File: src/rtl/ldpc_pkg.sv
// ldpc_pkg -- constants shared by the LDPC encoder and syndrome checker.
//   N_DEF / K_DEF : default codeword / information lengths
//   M_DEF         : derived number of parity checks (N-K)
//   ldpc_state_e  : syndrome checker FSM encoding
//   cnt_width()   : row counter width, clog2(m) but never below 1
package ldpc_pkg;

  localparam int N_DEF = 11;
  localparam int K_DEF = 6;
  localparam int M_DEF = N_DEF - K_DEF;

  typedef enum logic [1:0] {
    ST_IDLE    = 2'd0,
    ST_COMPUTE = 2'd1,
    ST_DONE    = 2'd2
  } ldpc_state_e;

  function automatic int cnt_width(input int m);
    return (m > 1) ? $clog2(m) : 1;
  endfunction

endpackage

File: src/rtl/row_parity.sv
// row_parity -- one parity check of H against a codeword.
//   row_i : one H row (N bits)
//   cw_i  : codeword (N bits)
//   par_o : XOR-reduce(row_i & cw_i)
module row_parity #(
  parameter int N = 11
) (
  input  logic [N-1:0] row_i,
  input  logic [N-1:0] cw_i,
  output logic         par_o
);

  assign par_o = ^(row_i & cw_i);

endmodule

File: src/rtl/syndrome_check.sv
// syndrome_check -- serial syndrome computation, one H row per enabled cycle.
//   clk, rst        : clock, synchronous active-high reset
//   i_en            : clock enable, low freezes everything
//   i_valid         : codeword/parity_check valid (only looked at in IDLE)
//   codeword [N]    : received word, codeword[N-1] is column 0
//   parity_check    : flattened H, row r = parity_check[(M-r)*N-1 -: N]
//   i_ack           : downstream takes the result (only looked at in DONE)
//   o_ready         : high in IDLE
//   syndrome [M]    : row r result at syndrome[M-1-r]
//   o_valid, o_err  : result valid (DONE only), syndrome nonzero
module syndrome_check
  import ldpc_pkg::*;
#(
  parameter int N = N_DEF,
  parameter int K = K_DEF
) (
  input  logic             clk,
  input  logic             rst,
  input  logic             i_en,
  input  logic             i_valid,
  input  logic [N-1:0]     codeword,
  input  logic [(N-K)*N-1:0] parity_check,
  input  logic             i_ack,
  output logic             o_ready,
  output logic [N-K-1:0]   syndrome,
  output logic             o_valid,
  output logic             o_err
);

  localparam int M  = N - K;
  localparam int CW = cnt_width(M);

  ldpc_state_e     state_q;
  logic [CW-1:0]   cnt_q;
  logic [N-1:0]    cw_q;
  logic [M*N-1:0]  h_q;
  logic [M-1:0]    syn_q;
  logic            valid_q, err_q, ready_q;

  logic [N-1:0]    row_sel;
  logic            row_bit;
  logic [M-1:0]    syn_d;

  // Row mux driven by the counter; one shared parity unit does every row.
  always_comb begin
    row_sel = '0;
    for (int r = 0; r < M; r++)
      if (cnt_q == CW'(r)) row_sel = h_q[(M-1-r)*N +: N];
  end

  row_parity #(.N(N)) u_row_parity (
    .row_i (row_sel),
    .cw_i  (cw_q),
    .par_o (row_bit)
  );

  // Syndrome with the current row folded in; also feeds o_err on the last row.
  always_comb begin
    syn_d = syn_q;
    for (int r = 0; r < M; r++)
      if (cnt_q == CW'(r)) syn_d[M-1-r] = row_bit;
  end

  always_ff @(posedge clk) begin
    if (rst) begin
      state_q <= ST_IDLE;
      cnt_q   <= '0;
      cw_q    <= '0;
      h_q     <= '0;
      syn_q   <= '0;
      valid_q <= 1'b0;
      err_q   <= 1'b0;
      ready_q <= 1'b1;
    end else if (i_en) begin
      case (state_q)
        ST_IDLE: begin
          if (i_valid) begin
            cw_q    <= codeword;
            h_q     <= parity_check;
            syn_q   <= '0;
            cnt_q   <= '0;
            ready_q <= 1'b0;
            state_q <= ST_COMPUTE;
          end
        end
        ST_COMPUTE: begin
          syn_q <= syn_d;
          if (cnt_q == CW'(M-1)) begin
            valid_q <= 1'b1;
            err_q   <= |syn_d;
            state_q <= ST_DONE;
          end else begin
            cnt_q <= cnt_q + CW'(1);
          end
        end
        ST_DONE: begin
          if (i_ack) begin
            valid_q <= 1'b0;
            err_q   <= 1'b0;
            ready_q <= 1'b1;
            state_q <= ST_IDLE;
          end
        end
        default: begin
          state_q <= ST_IDLE;
          ready_q <= 1'b1;
          valid_q <= 1'b0;
          err_q   <= 1'b0;
        end
      endcase
    end
  end

  assign o_ready  = ready_q;
  assign o_valid  = valid_q;
  assign o_err    = err_q;
  assign syndrome = syn_q;

endmodule

File: config.mk
export PLATFORM = sky130hd
export DESIGN_NAME = syndrome_check
export DESIGN_NICKNAME = d
export VERILOG_FILES = /design/src/rtl/ldpc_pkg.sv /design/src/rtl/row_parity.sv /design/src/rtl/syndrome_check.sv
export SDC_FILE = /design/constraint.sdc
export NUM_CORES = 1
export LEC_CHECK = 0
export BUFFER_PORTS_ARGS = -buffer_cell sky130_fd_sc_hd__buf_2
export CORE_UTILIZATION = 58
export DETAILED_ROUTE_END_ITERATION = 10
export PLACE_DENSITY = 0.84
export SLEW_MARGIN = 0
export SYNTH_ARGS = -nofsm -noshare
export SYNTH_HDL_FRONTEND = slang
export SYNTH_SLANG_ARGS = --single-unit
File: constraint.sdc
create_clock -name clk -period 7.7 [get_ports clk]
set_input_delay 1.155 -clock clk [delete_from_list [all_inputs] [get_ports clk]]
set_output_delay 1.155 -clock clk [all_outputs]
set_load 0.005 [all_outputs]
==> flow_metrics.env, run 1 <==
export IMPL_outcome="completed"
export IMPL_critical_path_max_stage_delay_ns=0.55
export IMPL_drcViolationCount=0
export IMPL_met2RoutedLength_mm=4.410
export IMPL_setup_tns_final_ns=0
export IMPL_die_area_sq_mm=0.006528
export IMPL_num_rows=28
export IMPL_fmaxAchievable_ghz=0.2961
export IMPL_post_cts_resized_instances=0
export IMPL_drt_pre_antenna_iters=5
export IMPL_core_region_area_sq_mm=0.005956
export IMPL_root_buffer="sky130_fd_sc_hd__clkbuf_8"
export IMPL_setup_viol_count_final=0
export IMPL_routed_via_count=3392
export IMPL_synth_edf_count=0
export IMPL_vdd_drop_max_v=0.0001283
export IMPL_boundaryPins=79
export IMPL_hold_path_class="flip-flop to flip-flop"
export IMPL_fin_hold_ws_ns=0.4626
export IMPL_number_of_antenna_violations_at_the_first_check_in_global_routing=0
export IMPL_cts_path_max_buffers=2
export IMPL_synthesis_instances=464
export IMPL_timing_setup_critical_path_class="flip-flop to flip-flop"
export IMPL_clock_skew_ns=0.006435
export IMPL_routed_wl_mm=8.941
export IMPL_numClockSinks=79
export IMPL_grt_start_max_net_pins=81
export IMPL_synth_async_reset_ratio=0
export IMPL_dieWidth_um=80.80
export IMPL_final_worst_path_cycle_share=0.4386
export IMPL_design_final_nets=596
export IMPL_drtIter0Drc=192
export IMPL_synth_cell_types=42
export IMPL_inserted_diodes=0
export IMPL_yosys_top_cell_by_area="sky130_fd_sc_hd__dfxtp_1"
export IMPL_power_leakage_uw=0.001617
export IMPL_synth_cell_area_sq_mm=0.003601
export IMPL_grt_pass1_wl_mm=14.13
export IMPL_maxSlewHeadroom=0.2070
export IMPL_cts_htree_levels=3
export IMPL_placement_io_buffers=78
export IMPL_postSynthNetCount=540
export IMPL_hold_violations=0
export IMPL_timing_critical_path_cells="inv_1, ha_1, nor2b_1, a221oi_1, o22ai_1, xnor2_1, xnor3_1, xnor3_1, or3_4, o32ai_2"
export IMPL_grt_usage=0.2897
export IMPL_max_slew_worst_pin_slew_ns=1.185
export IMPL_place_worst_setup_slack_ns=4.424
export IMPL_met1_wire_length_mm=3.866
export IMPL_cts_repair_timing_setup_buffer_count=0
export IMPL_cts_tree="built"
export IMPL_antenna_violating_nets_post_route=0
export IMPL_detailroute_wirelength_met3_um=440
export IMPL_via_per_inst=5.653
export IMPL_fill_cells=509
export IMPL_grt_setup_unrepaired="no"
export IMPL_total_power_uw=849.1
export IMPL_post_synth_cell_area_avg_sq_um=7.761
export IMPL_ys_ff_latch=79
export IMPL_critPathRequiredTime_ns=7.97
export IMPL_timing_critical_path_arrival_ns=3.65
export IMPL_yosys_most_used_dff="sky130_fd_sc_hd__dfxtp_1"
export IMPL_critPathSlowestCell="sky130_fd_sc_hd__nor2b_1"
export IMPL_initial_util=0.6046
export IMPL_crit_path_max_fanout=13
export IMPL_synth_top_area_share=0.4392
export IMPL_cell_family_contributing_the_most_delay_on_the_critical_path="simple AND/OR/NAND/NOR gates"
export IMPL_setup_slack_ns=4.323
export IMPL_cp_start_kind="flip-flop"
export IMPL_cts_made_buffers=9
export IMPL_ys_warnings_count=0
export IMPL_ys_top_cells_by_area="sky130_fd_sc_hd__dfxtp_1, sky130_fd_sc_hd__nand2_1, sky130_fd_sc_hd__a21oi_1"
export IMPL_routability_driven_placement_congestion_ratio=0.8547
export IMPL_post_route_cells_drive_above_1_share=0.2038
export IMPL_critical_path_buf_inv_count=1
export IMPL_chipHeight_um=80.80
export IMPL_detail_route_wl_per_cell_um=14.90
export IMPL_cell_mode_on_critical_path="sky130_fd_sc_hd__xnor3_1"
export IMPL_first_global_vias=3091
export IMPL_worst_setup_hold_path_clk_slew_ns=0.08
export IMPL_power_density_mw_per_mm2=204.7
export IMPL_area_delta_synth_final_pct=15.18
export IMPL_grt_overflow_total=0
export IMPL_worst_setup_path_end_kind="flip-flop"
export IMPL_holdBufCountCts=0
export IMPL_clock_insertion_delay_at_the_later_pin_of_the_skew_report_ns=0.35
export IMPL_detailed_place_hpwl_mm=6.186
export IMPL_timing_final_crit_period_ns=3.377
export IMPL_report_final_slew_viol_count=0
export IMPL_yosysSeqAreaShare=0.4392
export IMPL_highest_signal_layer="met4"
export IMPL_drv_max_cap_violation_count=0
[per-layer routing]
layer  GRT usage  vias up
li1            -     1691
met1      0.3514     1571
met2      0.5025      107
met3     0.04382       23
met4      0.1375        0
met5           0        -
[cells by family (layout without fill, tap and decap cells)]
kind of cell,Yosys count,count (layout),synth area share
AO/OA/AOI/OAI,141,141,0.2443
XOR/XNOR,8,8,0.02710
flip-flops,79,79,0.4392
adder cells (fa/ha/maj),5,5,0.01737
multiplexers,1,1,0.003127
AND/OR/NAND/NOR,178,178,0.2060
buffers and inverters,52,113,0.06289
[report_power, final]
part / internal [uW] / switching (uW)
Clock: 177 / 144
Sequential: 427 / 15.0
Combinational: 35.3 / 50.6
[cells in the mapped netlist (5+ instances only)]
library cell	n
sky130_fd_sc_hd__inv_1	18
sky130_fd_sc_hd__o211ai_1	6
sky130_fd_sc_hd__and3_1	5
sky130_fd_sc_hd__a31oi_1	7
sky130_fd_sc_hd__a21oi_1	83
sky130_fd_sc_hd__ha_1	5
sky130_fd_sc_hd__xnor2_1	6
sky130_fd_sc_hd__a221oi_1	10
sky130_fd_sc_hd__o21ai_0	12
sky130_fd_sc_hd__nor2_1	11
sky130_fd_sc_hd__nand2_1	141
sky130_fd_sc_hd__dfxtp_1	79
sky130_fd_sc_hd__clkbuf_1	23
sky130_fd_sc_hd__o22ai_1	5
[stage by stage]
step                      instances  utilization  cell area, sq um
final                           600       0.6964              4148
after global routing            600       0.6964              4148
after CTS                       600       0.6964              4148
after detailed placement        584       0.6611              3938
after global placement          584       0.6611              3938
after floorplan                 464            -              3601
[tightest hold or removal path, cell delays in order, from the launching register on]
cell,delay [ns]
sky130_fd_sc_hd__dfxtp_1,0.31
sky130_fd_sc_hd__nand2_1,0.05
sky130_fd_sc_hd__a21oi_1,0.05
[flip-flops by register name, indices dropped and copies added, names as in the netlist]
name      cells
h_q          55
cw_q         11
syndrome      5
cnt_q         3
state_q       2
o_err         1
o_ready       1
o_valid       1
[layout make-up]
cell class | count | area [sq um] | share of cell area
clock buffer | 14 | 172.7 | 0.04163
timing repair buffer | 79 | 397.9 | 0.09593
inverter | 18 | 67.56 | 0.01629
tap | 75 | 93.84 | 0.02262
multi-input combinational | 333 | 1797 | 0.4332
clock inverter | 2 | 37.54 | 0.009050
sequential | 79 | 1582 | 0.3813
[final timing paths]
kind,depth (start not counted),endpoint,slack [ns],from
setup / recovery,10,syndrome[3],4.32,cnt_q[0]
hold / removal,2,h_q[1],0.46,h_q[1]
setup reg to reg,10,syndrome[3],4.32,cnt_q[0]
hold reg to reg,2,h_q[1],0.46,h_q[1]
[cells in the final DEF (no fill, tap or decap), types with 2 or more instances in the layout]
| cell | netlist | routed |
|---|---|---|
| sky130_fd_sc_hd__ha_1 | 5 | 5 |
| sky130_fd_sc_hd__nand2_1 | 141 | 140 |
| sky130_fd_sc_hd__xnor2_1 | 6 | 6 |
| sky130_fd_sc_hd__o221ai_1 | 2 | 2 |
| sky130_fd_sc_hd__nand2b_1 | 4 | 4 |
| sky130_fd_sc_hd__xnor3_1 | 2 | 2 |
| sky130_fd_sc_hd__nor2b_1 | 3 | 3 |
| sky130_fd_sc_hd__a22oi_1 | 2 | 2 |
| sky130_fd_sc_hd__a221oi_1 | 10 | 10 |
| sky130_fd_sc_hd__o211ai_1 | 6 | 6 |
| sky130_fd_sc_hd__inv_1 | 18 | 18 |
| sky130_fd_sc_hd__a31oi_1 | 7 | 7 |
| sky130_fd_sc_hd__nor2_1 | 11 | 11 |
| sky130_fd_sc_hd__buf_2 | 4 | 78 |
| sky130_fd_sc_hd__nand3_1 | 4 | 4 |
| sky130_fd_sc_hd__o32ai_2 | 4 | 4 |
| sky130_fd_sc_hd__clkbuf_8 | 0 | 12 |
| sky130_fd_sc_hd__o22ai_1 | 5 | 5 |
| sky130_fd_sc_hd__dfxtp_1 | 79 | 79 |
| sky130_fd_sc_hd__o21ai_0 | 12 | 12 |
| sky130_fd_sc_hd__nor3_1 | 2 | 2 |
| sky130_fd_sc_hd__a21o_1 | 2 | 2 |
| sky130_fd_sc_hd__a21oi_1 | 83 | 83 |
| sky130_fd_sc_hd__clkbuf_1 | 23 | 2 |
| sky130_fd_sc_hd__nand2_2 | 1 | 2 |
| sky130_fd_sc_hd__and3_1 | 5 | 5 |
| sky130_fd_sc_hd__and3b_1 | 2 | 2 |
No activity file was read; power rests on OpenSTA's default activity.
==> run 2, diff against run 1 <==
--- a/config.mk
+++ b/config.mk
@@ -6,9 +6,9 @@
 export NUM_CORES = 1
 export LEC_CHECK = 0
 export BUFFER_PORTS_ARGS = -buffer_cell sky130_fd_sc_hd__buf_2
-export CORE_UTILIZATION = 58
+export CORE_UTILIZATION = 49
 export DETAILED_ROUTE_END_ITERATION = 10
-export PLACE_DENSITY = 0.84
+export PLACE_DENSITY = 0.76
 export SLEW_MARGIN = 0
 export SYNTH_ARGS = -nofsm -noshare
 export SYNTH_HDL_FRONTEND = slang
==> constraint.sdc (replaced) <==
create_clock -name clk -period 2.8 [get_ports clk]
set_input_delay 0.42 -clock clk [delete_from_list [all_inputs] [get_ports clk]]
set_output_delay 0.42 -clock clk [all_outputs]
set_load 0.005 [all_outputs]
==> run 2 against run 1 <==
Net effect:
- the flow now finishes with violations (setup timing)
- total power grew to 2.7 times the previous value
- critical endpoint is now syndrome[2]
- clock power grew to 2.5 times the previous value
- final cell count is 7.0% higher
- sequential share of layout area is 2.6 points lower
- global-route usage is 3.1 points lower
- combinational power grew to 3.1 times the previous value
- core utilization is 5.2 points lower
- via count is 3.6% higher
==> flow_metrics.env, run 2 (synthesis gave the netlist of run 1 again) <==
export IMPL_outcome="finished, violations left"
export IMPL_violated_checks="setup timing"
export IMPL_crit_path_max_fanout=5
export IMPL_crit_path_end="syndrome[2]"
export IMPL_fin_hold_ws_ns=0.3010
export IMPL_clock_power_share=0.354
export IMPL_holdBufCountCts=0
export IMPL_routability_driven_placement_congestion_ratio=0.8951
export IMPL_root_buffer="sky130_fd_sc_hd__clkbuf_8"
export IMPL_grt_overflow_total=0
export IMPL_power_density_mw_per_mm2=514.2
export IMPL_via_per_inst=5.474
export IMPL_most_common_cell_after_layout_fill_and_taps_aside="sky130_fd_sc_hd__nand2_1"
export IMPL_cts_path_max_buffers=2
export IMPL_final_core_utilization=0.6440
export IMPL_maxSlewHeadroom=0.4970
export IMPL_power_combinational_fraction=0.116
export IMPL_hold_violations=0
export IMPL_critical_path_max_stage_delay_ns=0.42
export IMPL_first_global_vias=3300
export IMPL_timing_critical_path_cells="ha_4, ha_4, nor2_4, buf_6, o211ai_1, o22ai_1, xnor2_1, xnor3_1, xnor3_1, or3_4, o32ai_2"
export IMPL_core_region_area_sq_mm=0.006944
export IMPL_detail_route_wl_per_cell_um=14.82
export IMPL_power_leakage_uw=0.001763
export IMPL_clock_insertion_delay_at_the_later_pin_of_the_skew_report_ns=0.35
export IMPL_drv_max_cap_violation_count=0
export IMPL_grt_setup_unrepaired="yes"
export IMPL_reg2reg_from="cnt_q[0]"
export IMPL_max_slew_worst_pin_slew_ns=0.7545
export IMPL_number_of_antenna_violations_at_the_first_check_in_global_routing=0
export IMPL_design_final_nets=619
export IMPL_worst_setup_path_end_kind="flip-flop"
export IMPL_fmaxAchievable_ghz=0.3515
export IMPL_grt_pass1_wl_mm=15.15
export IMPL_die_area_sq_mm=0.007696
export IMPL_cts_tree="built"
export IMPL_p_int_uw=1713
export IMPL_worstReg2RegEnd="syndrome[2]"
export IMPL_placement_io_buffers=78
export IMPL_dieWidth_um=87.73
export IMPL_boundaryPins=79
export IMPL_worstSetupStartpoint="cnt_q[0]"
export IMPL_vdd_drop_max_v=0.0003086
export IMPL_power_switching_share=0.2553
export IMPL_sequentialPowerShare=0.530
export IMPL_mostFrequentLayoutCells="sky130_fd_sc_hd__nand2_1, sky130_fd_sc_hd__a21oi_1, sky130_fd_sc_hd__buf_2, sky130_fd_sc_hd__dfxtp_1, sky130_fd_sc_hd__buf_4"
export IMPL_drcViolationCount=0
export IMPL_largest_register_ff_count=55
export IMPL_critPathSlowestCell="sky130_fd_sc_hd__xnor3_1"
export IMPL_final_worst_path_cycle_share=1.016
export IMPL_grt_usage=0.2590
export IMPL_worst_setup_hold_path_clk_slew_ns=0.08
export IMPL_critPathRequiredTime_ns=3.06
export IMPL_reg2reg_depth=11
export IMPL_cts_made_buffers=9
export IMPL_timing_setup_critical_path_class="flip-flop to flip-flop"
export IMPL_timing_critical_path_arrival_ns=3.10
export IMPL_place_worst_setup_slack_ns=-0.1604
export IMPL_inserted_diodes=0
export IMPL_fill_cells=609
export IMPL_routed_wl_mm=9.512
export IMPL_detailed_place_hpwl_mm=6.846
export IMPL_antenna_violating_nets_post_route=0
export IMPL_max_flop_register="h_q"
export IMPL_routed_via_count=3514
export IMPL_chipHeight_um=87.73
export IMPL_flop2flop_setup_slack_ns=-0.04
export IMPL_post_route_cells_drive_above_1_share=0.2729
export IMPL_setup_slack_ns=-0.04463
export IMPL_hold_path_class="primary input to flip-flop"
export IMPL_total_power_uw=2300
export IMPL_drt_pre_antenna_iters=4
export IMPL_initial_util=0.5186
export IMPL_cts_htree_levels=3
export IMPL_switchingPower_uw=587.0
export IMPL_grt_start_max_net_pins=42
export IMPL_report_final_slew_viol_count=0
export IMPL_numClockSinks=79
export IMPL_clock_skew_ns=0.006277
export IMPL_timing_final_crit_period_ns=2.845
export IMPL_drtIter0Drc=239
export IMPL_area_delta_synth_final_pct=24.18
export IMPL_num_rows=30
export IMPL_setup_tns_final_ns=-0.1756
export IMPL_setup_viol_count_final=5
export IMPL_cp_start_kind="flip-flop"
## run 2: changes by cell type in the layout (fill, tap and decap cells not counted), moves of 3 or more
cell | previous run | this run
sky130_fd_sc_hd__ha_1 | 5 | 0
sky130_fd_sc_hd__o21ai_1 | 1 | 4
sky130_fd_sc_hd__a221oi_2 | 0 | 6
sky130_fd_sc_hd__a221oi_1 | 10 | 3
sky130_fd_sc_hd__o21ai_0 | 12 | 9
sky130_fd_sc_hd__buf_4 | 1 | 22
sky130_fd_sc_hd__ha_4 | 0 | 5
## run 2: metrics by stage
stage                     instances  cell area (sq um)
after CTS                       640               4389
after global placement          625               4114
after global routing            642               4472
after detailed placement        625               4114
after floorplan                 464               3601
final                           642               4472
## run 2: how the worst min path moves through the flow
stage	from	endpoint	depth (start not counted)
floorplan	h_q[23]	h_q[23]	2
detailed placement	h_q[11]	h_q[11]	2
CTS	parity_check[25]	h_q[25]	3
global route	parity_check[41]	h_q[41]	3
finish	parity_check[25]	h_q[25]	3
global placement	h_q[0]	h_q[0]	2
## run 2: cell type report
| cell class | instances | area, sq um | area share |
|---|---|---|---|
| Inverter | 18 | 70.07 | 0.01567 |
| Tap cell | 96 | 120.1 | 0.02686 |
| Sequential cell | 79 | 1589 | 0.3553 |
| Clock buffer | 10 | 137.6 | 0.03078 |
| Timing Repair Buffer | 102 | 578.1 | 0.1293 |
| Clock inverter | 4 | 47.55 | 0.01063 |
| Multi-Input combinational cell | 333 | 1929 | 0.4314 |
## run 2: worst max-delay path: cells and delay by family, from the launching register on
family                     cells  cell delay (ns)
AOI/OAI and AO/OA              3             0.40
and+or+nand+nor                2             0.53
buffers and inverters          1             0.14
xor gates and xnor gates       3             0.99
DFF                            1             0.37
adders and majority gates      2             0.33
## run 2: power by group through the flow
stage / combinational, uW / sequential [uW] / clock [uW]
4_1_cts: 258 / 1220 / 826
2_1_floorplan: 162 / 1220 / 0
5_1_grt: 297 / 1220 / 875
3_5_place_dp: 248 / 1240 / 0
6_report: 266 / 1220 / 814
3_3_place_gp: 240 / 1240 / 0
## run 2: repair_timing
item                                    in CTS  in global routing
pin swaps                                   14                 13
gates resized for setup                     21                 13
buffers inserted                             1                  2
endpoints found under the setup margin       6                  5
## run 2: metal layers
metal / track usage / part of all wire / vias up
met1: 0.3443 / 0.46 / 1656
met2: 0.4144 / 0.47 / 108
met4: 0.1058 / 0.016 / 0
li1: - / - / 1731
met3: 0.04901 / 0.052 / 19
met5: 0 / 0 / -
